==> config.mk <==
export PLATFORM = sky130hd
export DESIGN_NAME = jtkunio_gfx_arb
export DESIGN_NICKNAME = d
export VERILOG_FILES = /design/src/rtl/jtkunio_gfx_arb.sv
export SDC_FILE = /design/constraint.sdc
export NUM_CORES = 1
export LEC_CHECK = 0
export BUFFER_PORTS_ARGS = -buffer_cell sky130_fd_sc_hd__buf_2
export CORE_MARGIN = 2
export CORE_UTILIZATION = 25
export CTS_CLUSTER_SIZE = 10
export DETAILED_ROUTE_END_ITERATION = 10
export PLACE_DENSITY = 0.54
export SLEW_MARGIN = 10
export SYNTH_ARGS = -nofsm -noshare
export SYNTH_HDL_FRONTEND = slang
export SYNTH_SLANG_ARGS = --single-unit
export TNS_END_PERCENT = 1
==> constraint.sdc <==
create_clock -name clk -period 3.7 [get_ports clk]
set_input_delay 0.74 -clock clk [delete_from_list [all_inputs] [get_ports clk]]
set_output_delay 0.74 -clock clk [all_outputs]
set_load 0.01 [all_outputs]
==> src/rtl/jtkunio_gfx_arb.sv <==
// Shares the SDRAM graphics read port among char/scroll/object slots, each a one-entry cache; misses cost 3+ cycles, hits none.
// JTKUNIO_ARB_RR_EN selects round-robin grant; otherwise fixed priority obj > scr > char.
module jtkunio_gfx_arb #(
   parameter logic [21:0] CHAR_OFFSET = 22'h00000,
   parameter logic [21:0] SCR_OFFSET  = 22'h04000,
   parameter logic [21:0] OBJ_OFFSET  = 22'h24000
) (
   input  logic        clk,
   input  logic        rst_n,
   input  logic        char_cs,
   input  logic [13:0] char_addr,
   output logic [31:0] char_data,
   output logic        char_ok,
   input  logic        scr_cs,
   input  logic [16:0] scr_addr,
   output logic [31:0] scr_data,
   output logic        scr_ok,
   input  logic        obj_cs,
   input  logic [17:0] obj_addr,
   output logic [31:0] obj_data,
   output logic        obj_ok,
   output logic [21:0] sdram_addr,
   output logic        sdram_rd,
   input  logic        sdram_ack,
   input  logic        sdram_dst,
   input  logic [31:0] sdram_dout,
   output logic        busy
);
   typedef enum logic [1:0] {IDLE = 2'd0, REQ = 2'd1, WAIT = 2'd2} state_t;

   state_t           r_state, w_state_nxt;
   logic [2:0][17:0] r_last_addr;
   logic [2:0][31:0] r_last_data;
   logic [2:0]       r_valid;
   logic [17:0]      r_req_addr;
   logic [1:0]       r_gnt;
   logic [21:0]      r_sdram_addr;
   logic             r_sdram_rd;

   logic [2:0][17:0] w_addr;
   logic [2:0]       w_cs, w_ok, w_pend;
   logic             w_gnt_vld;
   logic [1:0]       w_gnt;
   logic [21:0]      w_offset;

   // slot index: 0 = char, 1 = scr, 2 = obj
   assign w_cs   = {obj_cs, scr_cs, char_cs};
   assign w_addr = {obj_addr, {1'b0, scr_addr}, {4'd0, char_addr}};

   always_comb begin
      w_ok = '0;
      for (int i = 0; i < 3; i++)
         w_ok[i] = w_cs[i] & r_valid[i] & (w_addr[i] == r_last_addr[i]);
   end

   assign w_pend = w_cs & ~w_ok;

`ifdef JTKUNIO_ARB_RR_EN
   logic [1:0] r_ptr;
   logic [1:0] w_s1, w_s2;

   function automatic logic [1:0] nxt_slot(input logic [1:0] p);
      return (p == 2'd2) ? 2'd0 : p + 2'd1;
   endfunction

   assign w_s1 = nxt_slot(r_ptr);
   assign w_s2 = nxt_slot(w_s1);

   always_comb begin
      w_gnt_vld = 1'b1;
      w_gnt     = r_ptr;
      if (w_pend[w_s1])       w_gnt = w_s1;
      else if (w_pend[w_s2])  w_gnt = w_s2;
      else if (!w_pend[r_ptr]) w_gnt_vld = 1'b0;
   end

   // reset points at obj so that char is first in line
   always_ff @(posedge clk) begin
      if (!rst_n)                           r_ptr <= 2'd2;
      else if (r_state == IDLE && w_gnt_vld) r_ptr <= w_gnt;
   end
`else
   always_comb begin
      w_gnt_vld = |w_pend;
      w_gnt     = 2'd0;
      if (w_pend[2])      w_gnt = 2'd2;
      else if (w_pend[1]) w_gnt = 2'd1;
   end
`endif

   always_comb begin
      case (w_gnt)
         2'd0:    w_offset = CHAR_OFFSET;
         2'd1:    w_offset = SCR_OFFSET;
         default: w_offset = OBJ_OFFSET;
      endcase
   end

   always_comb begin
      w_state_nxt = r_state;
      case (r_state)
         IDLE:    if (w_gnt_vld) w_state_nxt = REQ;
         REQ:     if (sdram_ack) w_state_nxt = WAIT;
         WAIT:    if (sdram_dst) w_state_nxt = IDLE;
         default: w_state_nxt = IDLE;
      endcase
   end

   always_ff @(posedge clk) begin
      if (!rst_n) r_state <= IDLE;
      else        r_state <= w_state_nxt;
   end

   always_ff @(posedge clk) begin
      if (!rst_n) begin
         r_last_addr  <= '0;
         r_last_data  <= '0;
         r_valid      <= '0;
         r_req_addr   <= '0;
         r_gnt        <= 2'd0;
         r_sdram_addr <= '0;
         r_sdram_rd   <= 1'b0;
      end else begin
         if (r_state == IDLE && w_gnt_vld) begin
            r_gnt        <= w_gnt;
            r_req_addr   <= w_addr[w_gnt];
            r_sdram_addr <= w_offset + {4'd0, w_addr[w_gnt]};
            r_sdram_rd   <= 1'b1;
         end
         if (r_state == REQ && sdram_ack)
            r_sdram_rd <= 1'b0;
         // data lands for the captured address even if the requester moved on
         if (r_state == WAIT && sdram_dst) begin
            r_last_data[r_gnt] <= sdram_dout;
            r_last_addr[r_gnt] <= r_req_addr;
            r_valid[r_gnt]     <= 1'b1;
         end
      end
   end

   assign char_data  = r_last_data[0];
   assign scr_data   = r_last_data[1];
   assign obj_data   = r_last_data[2];
   assign char_ok    = w_ok[0];
   assign scr_ok     = w_ok[1];
   assign obj_ok     = w_ok[2];
   assign sdram_addr = r_sdram_addr;
   assign sdram_rd   = r_sdram_rd;
   assign busy       = (r_state != IDLE);
endmodule

Yosys cells after proc, flatten, opt, wreduce, memory -nomap -nowiden
Cells that the tools add are included.

operators by class
  add/sub/neg operators = 1
  magnitude comparators = 3
  equality and inequality tests = 9
  multiplexer cells = 17
  bitwise gates (word level) = 10
  reductions and logical operators = 10

operator list
  cell                                                                   number
  96-bit bitwise mux                                                     1
  32-bit demux with 2-bit select                                         1
  54-bit bitwise mux                                                     1
  18-bit binary-select mux with 2-bit select                             1
  18-bit demux with 2-bit select                                         1
  18-bit 2-to-1 mux                                                      2
  18-bit one-hot mux with 2 select lines                                 1
  32-bit 2-to-1 mux                                                      1
  22-bit by 18-bit adder with 22-bit output                              1
  14-bit by 18-bit equality test with 1-bit output                       1
  17-bit by 18-bit equality test with 1-bit output                       1
  18-bit equality test                                                   1
  2-bit 2-to-1 mux                                                       4
  1-bit bitwise AND                                                      6
  2-bit by 3-bit < comparator with 1-bit output, second input constant   2
  2-bit inequality test, second input constant                           3
  2-bit one-hot mux with 3 select lines                                  1
  2-bit by 1-bit equality test with 1-bit output, second input constant  2
  1-bit logical AND                                                      4
  2-bit logical NOT                                                      2
  3-bit bitwise AND                                                      1
  3-bit inverter                                                         1
  3-bit OR                                                               1
  3-bit AND reduction                                                    1
  other kinds (8)                                                        9

storage, ports and cells
  register bits after elaboration = 198
  output and inout bits = 123

Logic depth before layout (Yosys ltp)
  depth after elaboration = 9
  depth in mapped cells = 12

Least setup slack after synthesis
Ideal clock, no wire load.

  kind = in2reg
  start point = input scr_addr[3]
  end point = register r_sdram_addr[18] (netlist: sdram_addr[18])
  setup time = 0.115 ns
  arrival time = 2.739 ns
  data required time = 3.585 ns
  path slack = 0.847 ns
  stages = 12
  buffers on the path = 1
  cell sequence = xnor2_1 nand4_1 nor4_2 a21bo_2 buf_4 nor2b_1 a2bb2o_1 ha_1 ha_1 a21oi_1 nor3_1 o21a_1

between the ends
  cells in the longest elaborated chain, start to end = 9

RTL lines
  element                                                                             line     text
  from (decl)                                                                         15       input logic [16:0] scr_addr,
  17-bit by 18-bit equality test with 1-bit output                                    53       w_ok[i] = w_cs[i] & r_valid[i] & (w_addr[i] == r_last_addr[i]);
  1-bit bitwise AND                                                                   53
  3-bit inverter                                                                      56       assign w_pend = w_cs & ~w_ok;
  3-bit bitwise AND                                                                   56
  1-bit 2-to-1 mux                                                                    87       else if (w_pend[1]) w_gnt = 2'd1;
  2-bit 2-to-1 mux                                                                    86       if (w_pend[2]) w_gnt = 2'd2;
  2-bit by 1-bit equality test with 1-bit output (tied with other cells)              92       case (w_gnt)
  18-bit one-hot mux with 2 select lines / 18-bit 2-to-1 mux (equally long branches)  92, 127
  22-bit by 18-bit adder with 22-bit output                                           127      r_sdram_addr <= w_offset + {4'd0, w_addr[w_gnt]};
  to (signal assigned)                                                                127
  to (decl)                                                                           37       logic [21:0] r_sdram_addr;

Several ways; a longest one is shown, not always the timed one. The select of a mux whose other input is x is not followed.
A chain may end at the register's enable or synchronous reset.

Worst setup path in the final report
  start point = input obj_addr[7]
  end point = output obj_ok

between the ends
  cells in the longest elaborated chain, start to end = 2

RTL lines
  element               line  text
  from (decl)           19    input logic [17:0] obj_addr,
  18-bit equality test  53
  1-bit bitwise AND     53
  to (decl)             21    output logic obj_ok,

Every way passes these cells.

==> flow_metrics.py <==
metrics = {
    "setup_path": {
        "worstSetupEndpointType": "primary output",
        "slowest_delay_ns": 0.64,
        "startpoint": "obj_addr[7]",
        "criticalPathCategory": "input pin to primary output",
        "cp.required_ns": 2.96,
        "cp_max_fo": 2,
        "slowest_stage": "nor4_1",
        "cp-start-kind": "input pin",
        "critical_path.endpoint": "obj_ok",
        "r2r-start": "r_last_addr[43]$_SDFFE_PN0P_",
        "rrSetupSlack_ns": 0.78,
        "path_cells": "buf_2 -> xor2_1 -> nor4_1 -> nand4_1 -> nor2_1 -> buf_2",
        "arrival_ns": 2.26,
        "worstReg2RegEnd": "sdram_addr[18]$_SDFFE_PN0P_",
        "cpMostUsedCell": "buf_2",
        "r2r_cells": 10,
    },
    "die": {
        "ios": 211,
        "std_cell_rows": 64,
        "chipWidth_um": 180.2,
        "start_util_pct": 25.38,
        "dieArea_mm2": 0.03248,
        "chipHeight_um": 180.2,
        "core-area_mm2": 0.03059,
    },
    "synthesis": {
        "yosys_most_used_dff": "dfxtp_1",
        "ys_ff_latch": 181,
        "synthAdderAreaFrac_pct": 0.3224,
        "synth_edf_count": 0,
        "synthXorXnorAreaFrac_pct": 5.529,
        "avgSynthCellArea_um2": 8.540,
        "seq_area_frac_synth_pct": 46.68,
        "synth_area_mm2": 0.007762,
        "synth.distinct_cells": 44,
        "synth.area.mux_share_pct": 4.642,
        "synth_cells": 909,
        "synth_top_family_by_area": "simple AND/OR/NAND/NOR gates",
        "yosysWarnings": 0,
        "async_flop_share_pct": 0,
        "synth_compound_area_share_pct": 18.17,
        "yosys.area_share.simple_pct": 19.37,
    },
    "power": {
        "power_density_mw_per_mm2": 449.9,
        "p_leak_nw": 3.912,
        "vdd_drop_max_v": 0.0003102,
        "finalPower_mw": 4.383,
    },
    "sta": {
        "drv_slew": 0,
        "fin_setup_tns_ns": 0,
        "worst_pin_slew_ns": 0.9303,
        "rsz0062_at_grt": "false",
        "max_slew_margin_pct": 37.98,
        "min_period_ns": 2.995,
        "fin_crit_sh_pct": 80.96,
        "skew_ns": 0.01742,
        "final-setup-viol-count": 0,
        "hold_viol_final": 0,
        "setup_ws_ns": 0.7045,
        "max_freq_ghz": 0.3338,
        "hold_ws_ns": 0.4597,
    },
    "place": {
        "dp_hpwl_mm": 16.82,
        "place.gp.congestion": 0.8333,
        "dp_slack_ns": 0.2878,
        "port_buffers": 207,
        "dp_cells": 1454,
    },
    "cells_and_area": {
        "instances_no_fill": 1489,
        "final_cell_mix": "nand2_1 (325), buf_2 (206), dfxtp_1 (181)",
        "areaGrowthSynthToFinish_pct": 25.50,
        "nets": 1167,
        "final_common_cell": "nand2_1",
        "layout-drive-gt1-share_pct": 25.96,
    },
    "cts": {
        "cts_made_buffers": 17,
        "cts_buffer_depth": 2,
        "cts_post_setup_buffers_inserted": 0,
        "cts_root_buf": "clkbuf_16",
        "clock_latency_ns": 0.45,
        "cts_hold_buf": 0,
        "cts.sinks": 181,
        "clkSlewWorstSetupHoldPaths_ns": 0.07,
        "cts.htree.levels": 4,
        "cts_tree": "done",
        "cts_resized": 0,
    },
    "routing": {
        "ant_nets": 0,
        "routed_wl_mm": 24.05,
        "dr.pass1.iters": 4,
        "routedWlPerCell_um": 16.15,
        "vias_per_cell": 4.444,
        "drt_iter0_markers": 295,
        "drc": 0,
        "vias": 6617,
    },
    "global_routing": {
        "overflow": 0,
        "antenna_found_initial": 4,
        "grt_pass1_vias": 6452,
        "grt_first_pass_wirelength_mm": 37.43,
        "grt_start_max_net_pins": 56,
        "grt_use_total_pct": 14.85,
    },
    "min_path": {
        "hp-class": "register to register",
    },
    "status": {
        "status": "finished, final reports clean",
    },
    "job": {
        "max_cap_viol_count": 0,
    },
}
## Yosys cell counts (2+ instances only)
master	number	share of area [%]
nand2_1	325	16
dfxtp_1	181	47
a21boi_0	150	15
clkbuf_1	53	2.6
xor2_1	30	3.4
buf_4	19	1.8
xnor2_1	19	2.1
mux2i_1	18	2.3
mux2_2	16	2.3
o22ai_1	15	1.2
nor2b_1	8	0.64
nor4_1	8	0.64
inv_1	6	0.29
nand4_1	6	0.48
o21a_1	6	0.58
nor3_1	5	0.32
a21oi_1	4	0.26
buf_2	4	0.26
nor2_1	4	0.19
and2_1	2	0.16
buf_6	2	0.29
ha_1	2	0.32
nand3_1	2	0.13
nand3b_1	2	0.19
nor3b_1	2	0.19
or3_1	2	0.16
## how the worst min path moves through the flow
stage / from / end / slack, ns / cells past startpoint
3_3_place_gp: obj_data[11]$_SDFFE_PN0P_ / obj_data[11]$_SDFFE_PN0P_ / 0.45 / 2
3_5_place_dp: char_data[4]$_SDFFE_PN0P_ / char_data[4]$_SDFFE_PN0P_ / 0.45 / 2
2_1_floorplan: r_last_addr[16]$_SDFFE_PN0P_ / r_last_addr[16]$_SDFFE_PN0P_ / 0.44 / 2
6_report: obj_data[17]$_SDFFE_PN0P_ / obj_data[17]$_SDFFE_PN0P_ / 0.46 / 2
4_1_cts: char_data[4]$_SDFFE_PN0P_ / char_data[4]$_SDFFE_PN0P_ / 0.46 / 2
5_1_grt: r_valid[1]$_SDFFE_PN0P_ / r_valid[1]$_SDFFE_PN0P_ / 0.48 / 1
## registers in the layout, indices dropped and copies added (netlist names)
signal and count:
r_last_addr 54, char_data 32, obj_data 32, scr_data 32
r_req_addr 18, sdram_addr 5, r_valid 3, r_gnt 2
r_state 2, sdram_rd 1
## report_power, final
| group | internal (mW) | total (mW) | switching (mW) |
|---|---|---|---|
| clock | 1.10 | 1.97 | 0.877 |
| sequential | 1.99 | 2.03 | 0.0426 |
| combinational | 0.164 | 0.378 | 0.214 |
| total | 3.25 | 4.38 | 1.13 |
## worst max-delay path, delay by kind of cell
family	cells	cell delay, ns
xor+xnor	1	0.14
simple gates	3	1.06
buf+inv	2	0.30
## stage by stage
step	cell area (µm²)	util, %
global route	9734	31.82
floorplan	7770	-
CTS	9734	31.82
finish	9742	31.85
detailed placement	9097	29.74
global placement	9097	29.74
## cell type report
class                           count  area [µm²]
Fill cell                        3234       20850
Timing Repair Buffer              225        1199
Inverter                            6       22.52
Clock buffer                       17       425.4
Multi-Input combinational cell    646        3757
Tap cell                          396       495.5
Antenna cell                        3       7.507
Clock inverter                     15       211.5
Sequential cell                   181        3623
## kinds of logic (layout without fill, tap and decap cells)
| kind of cell | count (synthesis) | count (layout) |
|---|---|---|
| adder cells (fa/ha/maj) | 2 | 2 |
| buffers and inverters | 84 | 263 |
| other | 1 | 6 |
| XOR/XNOR | 49 | 49 |
| AND/OR/NAND/NOR | 371 | 371 |
| AO/OA/AOI/OAI | 187 | 187 |
| flip-flops | 181 | 181 |
| multiplexers | 34 | 34 |
## routing by layer
layer	vias to the layer above	share of wire, %	track usage (%)
met5	-	0.12	0
met4	4	1.5	4.323
met3	29	7.2	4.487
met2	203	46	23.74
met1	3057	45	19.30
li1	3324	-	-
No activity file was read; power rests on OpenSTA's default activity.
